===== src/rtl/proc_out_uart_tx.sv =====
// Output-port UART transmitter: 17-bit command word -> byte FIFO -> 8N1 line.
// Define UART_TX_PARITY_EN for 8E1 frames (even parity bit before stop).
module proc_out_uart_tx #(
    parameter int CLKS_PER_BIT = 434,
    parameter int FIFO_DEPTH   = 8
) (
    input  logic        system1000,
    input  logic        system1000_rstn,
    input  logic [16:0] out_word_i,
    output logic [16:0] status_o,
    output logic        txd_o
);

    localparam int BW = (CLKS_PER_BIT > 1) ? $clog2(CLKS_PER_BIT) : 1;
    localparam int PW = (FIFO_DEPTH > 1) ? $clog2(FIFO_DEPTH) : 1;
    localparam int CW = $clog2(FIFO_DEPTH + 1);
    localparam logic [BW-1:0] BAUD_MAX = BW'(CLKS_PER_BIT - 1);
    localparam logic [CW-1:0] CNT_FULL = CW'(FIFO_DEPTH);

`ifdef UART_TX_PARITY_EN
    typedef enum logic [2:0] {
        S_IDLE   = 3'd0,
        S_START  = 3'd1,
        S_DATA   = 3'd2,
        S_STOP   = 3'd3,
        S_PARITY = 3'd4
    } state_t;
`else
    typedef enum logic [2:0] {
        S_IDLE  = 3'd0,
        S_START = 3'd1,
        S_DATA  = 3'd2,
        S_STOP  = 3'd3
    } state_t;
`endif

    state_t r_state;
    state_t w_state_nxt;

    logic [7:0]    r_mem [FIFO_DEPTH];
    logic [PW-1:0] r_wr;
    logic [PW-1:0] r_rd;
    logic [CW-1:0] r_cnt;
    logic          r_ovf;
    logic [BW-1:0] r_baud;
    logic [2:0]    r_bit;
    logic [7:0]    r_shift;
    logic          r_par;
    logic          r_txd;
    logic [16:0]   r_status;

    logic          w_strobe;
    logic          w_clr;
    logic          w_wr;
    logic          w_full;
    logic          w_empty;
    logic          w_push;
    logic          w_ovf_set;
    logic          w_pop;
    logic          w_baud_end;
    logic [BW-1:0] w_baud_nxt;
    logic [2:0]    w_bit_nxt;
    logic [7:0]    w_shift_nxt;
    logic          w_par_nxt;
    logic [CW-1:0] w_cnt_nxt;
    logic          w_ovf_nxt;
    logic          w_txd_nxt;
    logic [16:0]   w_status_nxt;
    logic          w_unused_bits;

    assign w_unused_bits = ^out_word_i[14:8];

    assign w_strobe   = out_word_i[16];
    assign w_clr      = w_strobe & out_word_i[15];
    assign w_wr       = w_strobe & ~out_word_i[15];
    assign w_full     = (r_cnt == CNT_FULL);
    assign w_empty    = (r_cnt == '0);
    assign w_push     = w_wr & ~w_full;
    assign w_ovf_set  = w_wr & w_full;
    assign w_baud_end = (r_baud == BAUD_MAX);

    // FIFO storage carries no reset; validity is tracked by r_cnt alone.
    always_ff @(posedge system1000) begin
        if (w_push) begin
            r_mem[r_wr] <= out_word_i[7:0];
        end
    end

    always_ff @(posedge system1000 or negedge system1000_rstn) begin
        if (!system1000_rstn) begin
            r_state  <= S_IDLE;
            r_wr     <= '0;
            r_rd     <= '0;
            r_cnt    <= '0;
            r_ovf    <= 1'b0;
            r_baud   <= '0;
            r_bit    <= '0;
            r_shift  <= '0;
            r_par    <= 1'b0;
            r_txd    <= 1'b1;
            r_status <= 17'h00002;
        end else begin
            r_state  <= w_state_nxt;
            r_cnt    <= w_cnt_nxt;
            r_ovf    <= w_ovf_nxt;
            r_baud   <= w_baud_nxt;
            r_bit    <= w_bit_nxt;
            r_shift  <= w_shift_nxt;
            r_par    <= w_par_nxt;
            r_txd    <= w_txd_nxt;
            r_status <= w_status_nxt;
            if (w_push) begin
                r_wr <= r_wr + PW'(1);
            end
            if (w_pop) begin
                r_rd <= r_rd + PW'(1);
            end
        end
    end

    always_comb begin
        w_state_nxt = r_state;
        w_pop       = 1'b0;
        unique case (r_state)
            S_IDLE: begin
                if (!w_empty) begin
                    w_pop       = 1'b1;
                    w_state_nxt = S_START;
                end
            end
            S_START: begin
                if (w_baud_end) begin
                    w_state_nxt = S_DATA;
                end
            end
            S_DATA: begin
                if (w_baud_end && (r_bit == 3'd7)) begin
`ifdef UART_TX_PARITY_EN
                    w_state_nxt = S_PARITY;
`else
                    w_state_nxt = S_STOP;
`endif
                end
            end
`ifdef UART_TX_PARITY_EN
            S_PARITY: begin
                if (w_baud_end) begin
                    w_state_nxt = S_STOP;
                end
            end
`endif
            S_STOP: begin
                if (w_baud_end) begin
                    if (!w_empty) begin
                        w_pop       = 1'b1;
                        w_state_nxt = S_START;
                    end else begin
                        w_state_nxt = S_IDLE;
                    end
                end
            end
            default: w_state_nxt = S_IDLE;
        endcase

        w_baud_nxt = r_baud + BW'(1);
        if ((r_state == S_IDLE) || w_baud_end) begin
            w_baud_nxt = '0;
        end

        w_bit_nxt = r_bit;
        if (r_state != S_DATA) begin
            w_bit_nxt = '0;
        end else if (w_baud_end) begin
            w_bit_nxt = r_bit + 3'd1;
        end

        w_shift_nxt = r_shift;
        w_par_nxt   = r_par;
        if (w_pop) begin
            w_shift_nxt = r_mem[r_rd];
            w_par_nxt   = ^r_mem[r_rd];
        end else if ((r_state == S_DATA) && w_baud_end) begin
            w_shift_nxt = {1'b0, r_shift[7:1]};
        end
    end

    // Outputs are computed from next-state values so they land registered
    // in the same cycle the state changes.
    always_comb begin
        w_cnt_nxt = r_cnt + CW'(w_push) - CW'(w_pop);

        w_ovf_nxt = r_ovf;
        if (w_clr) begin
            w_ovf_nxt = 1'b0;
        end else if (w_ovf_set) begin
            w_ovf_nxt = 1'b1;
        end

        w_txd_nxt = 1'b1;
        unique case (w_state_nxt)
            S_START: w_txd_nxt = 1'b0;
            S_DATA:  w_txd_nxt = w_shift_nxt[0];
`ifdef UART_TX_PARITY_EN
            S_PARITY: w_txd_nxt = w_par_nxt;
`endif
            default: w_txd_nxt = 1'b1;
        endcase

        w_status_nxt      = '0;
        w_status_nxt[0]   = (w_cnt_nxt == CNT_FULL);
        w_status_nxt[1]   = (w_cnt_nxt == '0);
        w_status_nxt[2]   = (w_state_nxt != S_IDLE) || (w_cnt_nxt != '0);
        w_status_nxt[3]   = w_ovf_nxt;
        w_status_nxt[7:4] = 4'(w_cnt_nxt);
    end

    assign txd_o    = r_txd;
    assign status_o = r_status;

endmodule

===== config.mk =====
export PLATFORM = sky130hd
export DESIGN_NAME = proc_out_uart_tx
export DESIGN_NICKNAME = d
export VERILOG_FILES = /design/src/rtl/proc_out_uart_tx.sv
export SDC_FILE = /design/constraint.sdc
export NUM_CORES = 1
export LEC_CHECK = 0
export CAP_MARGIN = 20
export CORE_ASPECT_RATIO = 1.5
export CORE_MARGIN = 2
export CORE_UTILIZATION = 45
export DETAILED_ROUTE_END_ITERATION = 8
export GPL_TIMING_DRIVEN = 0
export SYNTH_ARGS = -nofsm -noshare
export SYNTH_HDL_FRONTEND = slang
export SYNTH_SLANG_ARGS = --single-unit

===== constraint.sdc =====
create_clock -name system1000 -period 5.4 [get_ports system1000]
set_clock_uncertainty 0.1 [all_clocks]
set_input_delay 1.08 -clock system1000 [delete_from_list [all_inputs] [get_ports system1000]]
set_output_delay 1.08 -clock system1000 [all_outputs]
set_load 0.02 [all_outputs]

# Yosys cells after proc, flatten, opt, wreduce, memory -nomap -nowiden
# Memories as Yosys holds them, arrays and structs flattened.
# Index checks and enable logic that the tools add are counted.
dict set report word_totals {
  ff_bits 43
  mem_bits_rw 64
  input_bits 19
  output_inout_bits 18
  elab_cells 64
  mem_count 1
}
# name depth word_bits rd rd_ports_with_merged_regs write_ports line_no
set mem_list {}
lappend mem_list {r_mem 8 8 1 0 1 40} ;# logic [7:0] r_mem [FIFO_DEPTH];
dict set report classes {
  addsub 6
  n_eq_ne 10
  n_mux 19
  bitwise_logic 6
  n_reduce_logical 11
}
# op n
set ops {}
lappend ops {{two-way mux 3 bit} 6}
lappend ops {{two-way mux 8 bit} 2}
lappend ops {{one-hot mux 3 bit (4 select lines)} 1}
lappend ops {{adder 3 x 1 -> 3 bit (second input constant)} 3}
lappend ops {{adder 9 x 1 -> 9 bit (second input constant)} 1}
lappend ops {{equality test 3 x 2 -> 1 bit (second input constant)} 3}
lappend ops {{equality test 9 bit (second input constant)} 1}
lappend ops {{two-way mux 9 bit} 1}
lappend ops {{equality test 4 bit (second input constant)} 2}
lappend ops {{zero test 4 bit} 2}
lappend ops {{two-way mux 1 bit} 7}
lappend ops {{equality test 3 x 1 -> 1 bit (second input constant)} 2}
lappend ops {{adder 4 x 1 -> 4 bit} 1}
lappend ops {{AND 1 bit} 4}
lappend ops {{one-hot mux 1 bit (2 select lines)} 2}
lappend ops {{nonzero test 2 bit} 2}
lappend ops {{nonzero test 4 bit} 1}
lappend ops {{subtractor 4 x 1 -> 4 bit} 1}
lappend ops {{equality test 3 bit (second input constant)} 1}
lappend ops {{zero test 3 bit} 1}
lappend ops {{!= test 3 x 2 -> 1 bit (second input constant)} 1}
lappend ops {{nonzero test 3 bit} 1}
lappend ops {{logical AND 1 bit} 2}
lappend ops {{logical OR 1 bit} 2}
lappend ops {{NOT 1 bit} 2}

# Logic depth before layout (Yosys ltp)
# Gate-level depths: netlist of run 1.
dict set report depth {
  ltp_word 7
  ltp_mapped 13
  depth_no_buf 12
}

# Worst setup path after synthesis of run 1
# Ideal clock, no wire load.
dict set report synth_timing {
  path_type {input-to-reg}
  from {in out_word_i[15]}
  to {reg r_status[2] (netlist: status_o[2])}
  setup_ns 0.139
  arrival_ns 3.270
  required_ns 5.161
  path_slack_ns 1.891
  path_stages 9
  n_path_buf 0
  cell_sequence {nand2b_1 a21oi_1 xnor2_1 ha_1 inv_1 fa_1 inv_1 or3_2 or4b_1}
}
dict set report synth_via {
  elab_chain_cells 7
}
# element line_no
set synth_rtl {}
lappend synth_rtl {{start: declaration} 9} ;# input logic [16:0] out_word_i,
lappend synth_rtl {{NOT 1 bit} 75} ;# assign w_wr = w_strobe & ~out_word_i[15];
lappend synth_rtl {{AND 1 bit} 75}
lappend synth_rtl {{AND 1 bit} 78} ;# assign w_push = w_wr & ~w_full;
lappend synth_rtl {{adder 4 x 1 -> 4 bit} 190} ;# w_cnt_nxt = r_cnt + CW'(w_push) - CW'(w_pop);
lappend synth_rtl {{subtractor 4 x 1 -> 4 bit} 190}
lappend synth_rtl {{net w_cnt_nxt[1]} 65} ;# logic [CW-1:0] w_cnt_nxt;
lappend synth_rtl {{nonzero test 4 bit} 212} ;# w_status_nxt[2] = (w_state_nxt != S_IDLE) || (w_cnt_nxt != '0);
lappend synth_rtl {{logical OR 1 bit} 212}
lappend synth_rtl {{net w_status_nxt[2]} 68} ;# logic [16:0] w_status_nxt;
lappend synth_rtl {{end signal: assignment} 111} ;# r_status <= w_status_nxt;
lappend synth_rtl {{end: declaration} 50} ;# logic [16:0] r_status;
# The timed path passes the listed nets, and every way through them passes these cells.
# A chain may end at the register's enable or synchronous reset.

# Worst setup path in the final report of run 1
dict set report layout_timing {
  from {in out_word_i[16]}
  to {reg r_status[2] (netlist: status_o[2])}
}
dict set report layout_via {
  elab_chain_cells 6
}
# element line_no
set layout_rtl {}
lappend layout_rtl {{AND 1 bit} 75}
lappend layout_rtl {{AND 1 bit} 78}
lappend layout_rtl {{adder 4 x 1 -> 4 bit} 190}
lappend layout_rtl {{subtractor 4 x 1 -> 4 bit} 190}
lappend layout_rtl {{net w_cnt_nxt[1]} 65}
lappend layout_rtl {{nonzero test 4 bit} 212}
lappend layout_rtl {{logical OR 1 bit} 212}
lappend layout_rtl {{net w_status_nxt[2]} 68}
# The timed path passes the listed nets, and every way through them passes these cells.

==> flow_summary.ini, run 1 <==
[synth]
yosysMostFrequentCell = edfxtp_1
synth_cell_type_count = 49
syn_area_per_cell_um2 = 15.8
synthArstFlopShare_pct = 37.3
synthesis.area_um2 = 4380
synthTopCellsByArea = edfxtp_1 (44%), dfrtp_1 (21%), mux4_2 (8.2%)
synth_seq_area_share_pct = 65.6
synthCells = 278
yosys_register_bits = 102
ys_top_cells_by_count = edfxtp_1 (64), dfrtp_1 (36), mux2i_1 (22), mux4_2 (16), nor2_1 (13)
yosys_warnings = 0
synth_top_cell_by_area = edfxtp_1
synth_top_area_share_pct = 43.8
synth_edf_count = 64
ys.flop_type = edfxtp_1

[drt]
drt_iter0_drc = 120
ant_nets = 0
drc_errors = 0
vias = 2330
vias_per_cell = 5.28
dr.pass1.iters = 4
wirelength_mm = 7.78
wl_per_cell_um = 17.6

[sta]
rsz0062_at_grt = false
worst-slew-pin-transition_ns = 0.948
report.final.slew_viol_count = 0
finalSetupTns_ns = 0
relSlewSlack_pct = 36.6
hold_viol = 0
post-route-period-util_pct = 69.5
finalSetupViolCount = 0
min_period_ns = 3.75
fmax_mhz = 266

[clocking]
cts_tree = done
clock-sinks = 102
cts-resized-gates = 0
ctsHoldBuffers = 0
clk_pin_slew_ns = 0.07
cts_setup_buffers = 0
cts-buffers-inserted = 9
cts_buffer_depth = 2
root_buffer = clkbuf_16
insertion_delay_ns = 0.34
htreeDepth = 3

[setup_path]
critPathLaunchType = input port
cpPeakStageDelay_ns = 0.50
end_kind = flip-flop
cp_num_buf_inv = 3
worstSetupPathType = input port to flip-flop
required_ns = 5.51
slowest_stage = clkdlybuf4s50_1
worstPathCellList = clkdlybuf4s50_1 -> nand2b_1 -> a21oi_1 -> xnor2_1 -> ha_1 -> inv_1 -> fa_1 -> inv_1 -> or3_2 -> or4b_1
crit_fanout = 4
cpMostUsedCell = inv_1
crit_family = simple AND/OR/NAND/NOR gates
arrival_ns = 3.87

[die]
start_util_pct = 45.8
placement_rows = 44
die_height_um = 125
core_um2 = 9580
die_w_um = 84.6
dieArea_um2 = 10600
io_pins = 37

[global_routing]
track_usage_pct = 15.9
grt_pass1_vias = 2408
antenna_found_initial = 0
grt-ovfl-total = 0
grt_pass1_wl_mm = 12.6
grt_max_degree = 39

[finish]
area_delta_synth_final_pct = 15.7
drive_gt1_share_pct = 18.4
fillers = 838
nets = 352
antenna_cells = 0

[placed_design]
dp_hpwl_mm = 5.37
io_buffers = 20
gp_congestion = 0.722

[power_and_ir_drop]
p_per_area_nw_per_um2 = 466
ir_drop_uv = 278
p_leak_uw = 0.00200
p_total_uw = 2360

[run_status]
status = finished, final reports clean

[flow_run]
drv_cap = 0

[min_path]
hp-class = flip-flop to flip-flop
-- final cells by class --
| type | instances | area [um2] | area share [%] |
|---|---|---|---|
| inverters | 11 | 41.3 | 0.814 |
| well taps | 115 | 144 | 2.84 |
| repair buffers | 23 | 213 | 4.19 |
| multi-input cells | 156 | 1400 | 27.6 |
| clock buffers | 9 | 225 | 4.44 |
| clock inverters | 7 | 55.1 | 1.09 |
| plain buffers | 18 | 116 | 2.29 |
| flip-flops and latches | 102 | 2880 | 56.7 |
-- through the flow --
stage               setup WS (ns)  cell area, um2  std cells  util [%]  hold slack [ns]
floorplan                    1.89            4420        287         -            0.353
global placement             1.30            4760        422      49.7            0.372
detailed placement           1.28            4790        425      50.0            0.386
CTS                          1.63            5070        441      52.9            0.395
global route                 1.37            5070        441      52.9            0.448
finish                       1.65            5070        441      52.9            0.394
-- flip-flops by register name, indices dropped and copies added, names as in the netlist --
name	count
r_cnt	3
r_shift	8
r_state	3
r_rd	3
status_o	5
r_wr	3
r_bit	3
r_mem	64
txd_o	1
r_baud	9
-- metal layers --
| metal | vias to the layer above | GRT usage [%] | share of wire, % |
|---|---|---|---|
| met1 | 1172 | 17.9 | 40 |
| li1 | 1111 | - | - |
| met2 | 39 | 28.6 | 56 |
| met3 | 8 | 3.64 | 2.1 |
| met4 | 0 | 6.26 | 1.8 |
| met5 | - | 0 | 0 |
-- logic make-up (layout without fill, tap and decap cells) --
family	after synthesis	in the layout	synth area share [%]
multiplexers	39	39	13.5
AND/OR/NAND/NOR	60	60	7.71
flip-flops	102	102	65.6
XOR/XNOR	14	14	2.80
adder cells (fa/ha/maj)	12	12	3.60
AO/OA/AOI/OAI	21	21	3.14
buffers and inverters	29	68	3.60
other	1	10	0.0855
-- path summary, 6_finish.rpt --
| check | start | to | slack (ns) | cells past startpoint |
|---|---|---|---|---|
| max in group asynchronous | system1000_rstn | r_baud[1] | 3.92 | 1 |
| min reg2reg | r_baud[0] | r_baud[0] | 0.39 | 1 |
| min in group asynchronous | system1000_rstn | status_o[0] | 0.74 | 1 |
| max | out_word_i[16] | status_o[2] | 1.65 | 10 |
| max reg2reg | r_state[1] | status_o[2] | 1.70 | 11 |
| min | r_baud[0] | r_baud[0] | 0.39 | 1 |
-- cells in the final DEF, fill, tap and decap left out, types with 2 or more instances in the layout --
cell / Yosys / layout
buf_4: 10 / 11
ha_1: 11 / 11
dfrtp_1: 36 / 36
a21oi_1: 8 / 8
nand2b_1: 3 / 3
xnor2_1: 9 / 9
clkinv_4: 0 / 2
mux4_2: 16 / 16
inv_1: 11 / 11
buf_2: 3 / 6
nand3_1: 8 / 8
clkdlybuf4s50_1: 0 / 19
inv_6: 0 / 3
clkbuf_16: 0 / 9
conb_1: 1 / 10
dfstp_2: 2 / 2
clkbuf_1: 3 / 3
xor2_1: 5 / 5
mux2i_1: 22 / 22
o21ai_0: 2 / 2
nor2_1: 13 / 13
nand2_1: 12 / 12
edfxtp_1: 64 / 64
or3_1: 2 / 2
nor3_2: 0 / 2
a21o_1: 3 / 3
nor3_1: 6 / 4
-- worst register-to-register path, cell delays in order, from the launching register on --
cell and delay [ns]:
dfrtp_1 0.46, xor2_1 0.19, a211oi_1 0.53, nand2_1 0.15, buf_2 0.26, xnor2_1 0.17
ha_1 0.18, inv_1 0.05, fa_1 0.47, inv_1 0.05, or3_2 0.50, or4b_1 0.47
-- where the power goes --
group          internal (uW)  leakage, uW  switching [uW]
combinational            342     0.000817             360
clock                    318     0.000134             288
sequential               968      0.00105            86.5
total                   1630      0.00200             735
No activity file was read; power rests on OpenSTA's default activity.
==> run 2, diff against run 1 <==
==> constraint.sdc (replaced) <==
create_clock -name system1000 -period 3.9 [get_ports system1000]
set_clock_uncertainty 0.1 [all_clocks]
set_input_delay 0.78 -clock system1000 [delete_from_list [all_inputs] [get_ports system1000]]
set_output_delay 0.78 -clock system1000 [all_outputs]
set_load 0.02 [all_outputs]
==> run 2 against run 1 <==
  * Hold slack is essentially flat
  * Setup slack got worse by 1.3 ns
  * Register-to-register slack worse by 1.4 ns
  * Cell count is the same
  * Critical endpoint unchanged
  * Routed wire length is 0.28% lower
  * Flip-flop and latch count unchanged
  * Critical path depth grew 1
==> flow_summary.ini, run 2 (synthesis results as in run 1) <==
[finish]
drive_gt1_share_pct = 19.0
fin_util_pct = 53.1
regArea_um2 = 2880
antenna_cells = 0
top_register = r_mem
fillers = 838
nets = 352
layout_commonest_cell = edfxtp_1
area_delta_synth_final_pct = 16.0
multi_input_area_um2 = 1410
final_cell_mix = edfxtp_1 (64), dfrtp_1 (36), mux2i_1 (22), clkdlybuf4s50_1 (19), mux4_2 (16)
reg.largest.list = r_mem x64, r_baud x9, r_shift x8
largest_reg_flops = 64

[global_routing]
grt_pass1_wl_mm = 12.6
busiest_layer = met2
track_usage_pct = 15.9
grt-ovfl-total = 0
antenna_found_initial = 0
grt_pass1_vias = 2408
grt_use_met2_pct = 28.6
grtUsageMet1_pct = 17.9
use_met3_pct = 3.64
grt_max_degree = 39

[setup_path]
crit_family = simple AND/OR/NAND/NOR gates
arrival_ns = 3.69
worstPathCellList = nand4bb_1 -> o32ai_2 -> nand2_1 -> buf_2 -> xnor2_1 -> ha_1 -> inv_1 -> fa_1 -> inv_1 -> or3_2 -> or4b_1
end_kind = flip-flop
required_ns = 4.01
worstSetupPathType = flip-flop to flip-flop
critPathLaunchType = flip-flop
cp_num_buf_inv = 3
cpMostUsedCell = inv_1
crit_fanout = 10
slowest_stage = or3_2
cpPeakStageDelay_ns = 0.50

[power_and_ir_drop]
switching_share_pct = 31.2
clkPwrFrac_pct = 25.6
ir_drop_uv = 387
p_leak_uw = 0.00200
p_switching_uw = 1020
p_seq_share_pct = 44.6
p_per_area_nw_per_um2 = 645
p_int_uw = 2260
p_total_uw = 3280
combPwrFrac_pct = 29.8

[sta]
rsz0062_at_grt = false
hold_viol = 0
relSlewSlack_pct = 37.0
min_period_ns = 3.57
fmax_mhz = 280
post-route-period-util_pct = 91.7
finalSetupViolCount = 0
worst_slack_ns = 0.326
report.final.slew_viol_count = 0
worst-slew-pin-transition_ns = 0.942
finalSetupTns_ns = 0

[die]
start_util_pct = 45.8
placement_rows = 44
io_pins = 37
dieArea_um2 = 10600
die_height_um = 125
die_w_um = 84.6
core_um2 = 9580

[clocking]
cts_setup_buffers = 0
ctsHoldBuffers = 0
insertion_delay_ns = 0.34
cts_buffer_depth = 2
cts_tree = done
clk_pin_slew_ns = 0.07
cts-buffers-inserted = 9
htreeDepth = 3
root_buffer = clkbuf_16
cts-resized-gates = 0
clock-sinks = 102

[drt]
wirelength_mm = 7.76
vias_per_cell = 5.25
ant_nets = 0
drt_iter0_drc = 100
dr.pass1.iters = 4
vias = 2316
drc_errors = 0
wl_per_cell_um = 17.6

[placed_design]
gp_congestion = 0.722
io_buffers = 20
dp_hpwl_mm = 5.37
place_ws_ns = 0.0777

[run_status]
status = finished, final reports clean

[min_path]
hp-class = flip-flop to flip-flop

[flow_run]
drv_cap = 0
-- run 2: path summary, 6_finish.rpt --
check                           startpoint          end  slack [ns]  depth (start not counted)
max                              r_baud[3]  status_o[2]        0.33                         11
min reg2reg                      r_baud[0]    r_baud[0]        0.39                          1
min in group asynchronous  system1000_rstn  status_o[7]        0.44                          1
min                              r_baud[0]    r_baud[0]        0.39                          1
max reg2reg                      r_baud[3]  status_o[2]        0.33                         11
max in group asynchronous  system1000_rstn    r_baud[1]        2.73                          1
-- run 2: worst register-to-register path: stages (launching register included) --
cell and delay (ns):
dfrtp_1 0.44, nand4bb_1 0.38, o32ai_2 0.27, nand2_1 0.12, buf_2 0.25, xnor2_1 0.17, ha_1 0.18, inv_1 0.05
fa_1 0.47, inv_1 0.05, or3_2 0.50, or4b_1 0.47
-- run 2: area by class of cell --
type	instances	area share [%]
inverter	11	0.812
sequential	102	56.6
multi-input combinational	156	27.8
timing repair buffer	23	4.18
buffer	18	2.29
clock buffer	9	4.43
clock inverter	7	1.08
tap	115	2.83
-- run 2: routing by layer --
layer | up-vias | part of all wire (%)
met5 | - | 0
met4 | 0 | 1.8
met2 | 27 | 56
met3 | 8 | 2.0
li1 | 1112 | -
met1 | 1169 | 40
-- run 2: per-stage QoR --
step           hold WS (ns)  cell area (um2)  cells
2_1_floorplan         0.353             4420    287
3_3_place_gp          0.372             4760    422
3_5_place_dp          0.386             4790    425
4_1_cts               0.395             5070    441
5_1_grt               0.448             5080    441
6_report              0.395             5080    441
-- run 2: power by group through the flow --
stage	clock network, uW	logic [uW]	registers, uW
finish	840	977	1460
global route	907	1080	1480
CTS	866	995	1460
detailed placement	0	991	1490
global placement	0	964	1470
floorplan	0	673	1490
==> run 3, diff against run 2 <==
--- a/config.mk
+++ b/config.mk
@@ -11,6 +11,7 @@
 export CORE_UTILIZATION = 45
 export DETAILED_ROUTE_END_ITERATION = 8
 export GPL_TIMING_DRIVEN = 0
+export PLACE_DENSITY = 0.67
 export SYNTH_ARGS = -nofsm -noshare
 export SYNTH_HDL_FRONTEND = slang
 export SYNTH_SLANG_ARGS = --single-unit
==> constraint.sdc (replaced) <==
create_clock -name system1000 -period 3 [get_ports system1000]
set_clock_uncertainty 0.1 [all_clocks]
set_input_delay 0.6 -clock system1000 [delete_from_list [all_inputs] [get_ports system1000]]
set_output_delay 0.6 -clock system1000 [all_outputs]
set_load 0.02 [all_outputs]
==> run 3 against run 2 <==
  * Cell count grew 1.6%
  * Fmax grew 18%
  * First-iteration DRC count shrank 14%
  * Combinational power grew 40%
  * Clock-buffer cell count grew 1
  * Global-route usage is essentially flat
  * Via count grew 2.9%
  * Largest power group unchanged
  * Design area grew 2.7%
  * Hold slack lost 0.14 ns
  * The flow now finishes with violations (setup timing)
  * Clock power grew 29%
  * Die area is the same
==> flow_summary.ini, run 3 (synthesis results as in run 1) <==
[die]
dieArea_um2 = 10600
die_height_um = 125
core_um2 = 9580
die_w_um = 84.6
placement_rows = 44
start_util_pct = 45.8
io_pins = 37

[sta]
finalSetupViolCount = 1
whs_ns = 0.258
report.final.slew_viol_count = 0
worst_slack_ns = -0.0168
rsz0062_at_grt = true
worst-slew-pin-transition_ns = 0.917
min_period_ns = 3.02
fmax_mhz = 331
hold_viol = 0
relSlewSlack_pct = 38.6
post-route-period-util_pct = 101

[finish]
layout_commonest_cell = edfxtp_1
stdcell_count = 448
regArea_um2 = 2880
reg.largest.list = r_mem x64, r_baud x9, r_shift x8
fillers = 804
final_cell_mix = edfxtp_1 (64), dfrtp_1 (32), mux2i_1 (22), buf_4 (21), clkdlybuf4s50_1 (19)
multi_input_area_um2 = 1490
area_delta_synth_final_pct = 19.1
antenna_cells = 0
drive_gt1_share_pct = 26.1
largest_reg_flops = 64
top_register = r_mem
stdcell_area_um2 = 5220
nets = 359
fin_util_pct = 54.5

[placed_design]
gp_congestion = 0.706
place_inst = 424
io_buffers = 20
post_dp_cell_area_um2 = 4850
dp_hpwl_mm = 5.32

[setup_path]
required_ns = 3.12
end_kind = flip-flop
worstSetupPathType = flip-flop to flip-flop
reg2reg_depth = 10
crit_fanout = 6
arrival_ns = 3.13
critPathLaunchType = flip-flop

[global_routing]
grt_max_degree = 39
grt_pass1_vias = 2522
antenna_found_initial = 0
grt_pass1_wl_mm = 12.8
track_usage_pct = 15.9
grt-ovfl-total = 0

[flow_run]
drv_cap = 0

[power_and_ir_drop]
p_leak_uw = 0.00204
p_seq_share_pct = 43.9
ir_drop_uv = 481
switching_share_pct = 31.2
p_switching_uw = 1370
clkPwrFrac_pct = 24.6
p_total_uw = 4370
combPwrFrac_pct = 31.4
p_per_area_nw_per_um2 = 838
p_int_uw = 3010

[clocking]
clk_pin_slew_ns = 0.07
insertion_delay_ns = 0.34
cts_buffer_depth = 2
cts_tree = done
cts-buffers-inserted = 9
clock-sinks = 102
root_buffer = clkbuf_16
htreeDepth = 3

[drt]
drt_iter0_drc = 86
dr.pass1.iters = 4
ant_nets = 0
vias = 2383
drc_errors = 0
vias_per_cell = 5.32
wl_per_cell_um = 17.5
wirelength_mm = 7.85

[run_status]
status = finished with violations
violations = setup timing

[min_path]
hp-class = input port to async pin
[run 3: cell count changes in the layout (fill, tap and decap cells not counted), moves of 3 or more]
cell,before,now
dfrtp_2,0,4
inv_1,11,8
dfrtp_1,36,32
inv_2,0,3
buf_4,11,21
ha_1,11,8
[run 3: path summary, 6_finish.rpt]
check,to,start,slack [ns]
min reg2reg,r_baud[0],r_baud[0],0.40
max in group asynchronous,r_baud[3],system1000_rstn,1.96
max,status_o[2],r_baud[3],-0.02
min,status_o[7],system1000_rstn,0.26
min in group system1000,r_baud[0],r_baud[0],0.40
max reg2reg,status_o[2],r_baud[3],-0.02
[run 3: per-layer routing]
layer  up-vias  track usage [%]  part of all wire [%]  wire length (um)
li1       1130                -                     -                 -
met1      1210             18.3                    40              3110
met2        35             28.4                    56              4380
met3         8             2.98                   3.1               243
met4         0             6.82                   1.4               113
met5         -                0                     0                 0
[run 3: area by class of cell]
type / instances / area share, %
plain buffers: 16 / 2.06
clock buffers: 10 / 4.39
clock inverters: 6 / 0.839
inverters: 11 / 0.791
multi-input cells: 156 / 28.6
flip-flops and latches: 102 / 55.2
well taps: 115 / 2.76
repair buffers: 32 / 5.42
[run 3: worst max-delay path, cell delays in order (launching register included)]
cell and delay (ns):
dfrtp_2 0.45, nand4bb_4 0.28, o32ai_2 0.19, nand2_2 0.13
xnor2_2 0.16, ha_2 0.19, inv_2 0.04, fa_1 0.47
inv_1 0.05, or3_4 0.36, or4b_4 0.47
[run 3: what timing repair did]
action | 4_1_cts | 5_1_grt
pin swaps | 3 | 4
cloned | 0 | 0
endpoints found under the setup margin | 2 | 1
gates resized for setup | 3 | 7
setup buffers | 7 | 3
hold buffers | 0 | 0
[run 3: through the flow]
step / setup TNS, ns / worst slack [ns]
floorplan: -0.115 / -0.115
global placement: -12.35 / -0.609
detailed placement: -1.11 / -0.576
CTS: -0.162 / -0.162
global route: -0.166 / -0.166
finish: -0.0168 / -0.0168
[run 3: power by group through the flow]
stage,clock network (uW),registers [uW],logic (uW)
2_1_floorplan,0,1950,926
3_5_place_dp,0,1950,1340
3_3_place_gp,0,1930,1300
6_report,1080,1920,1370
5_1_grt,1160,1950,1520
4_1_cts,1100,1920,1370
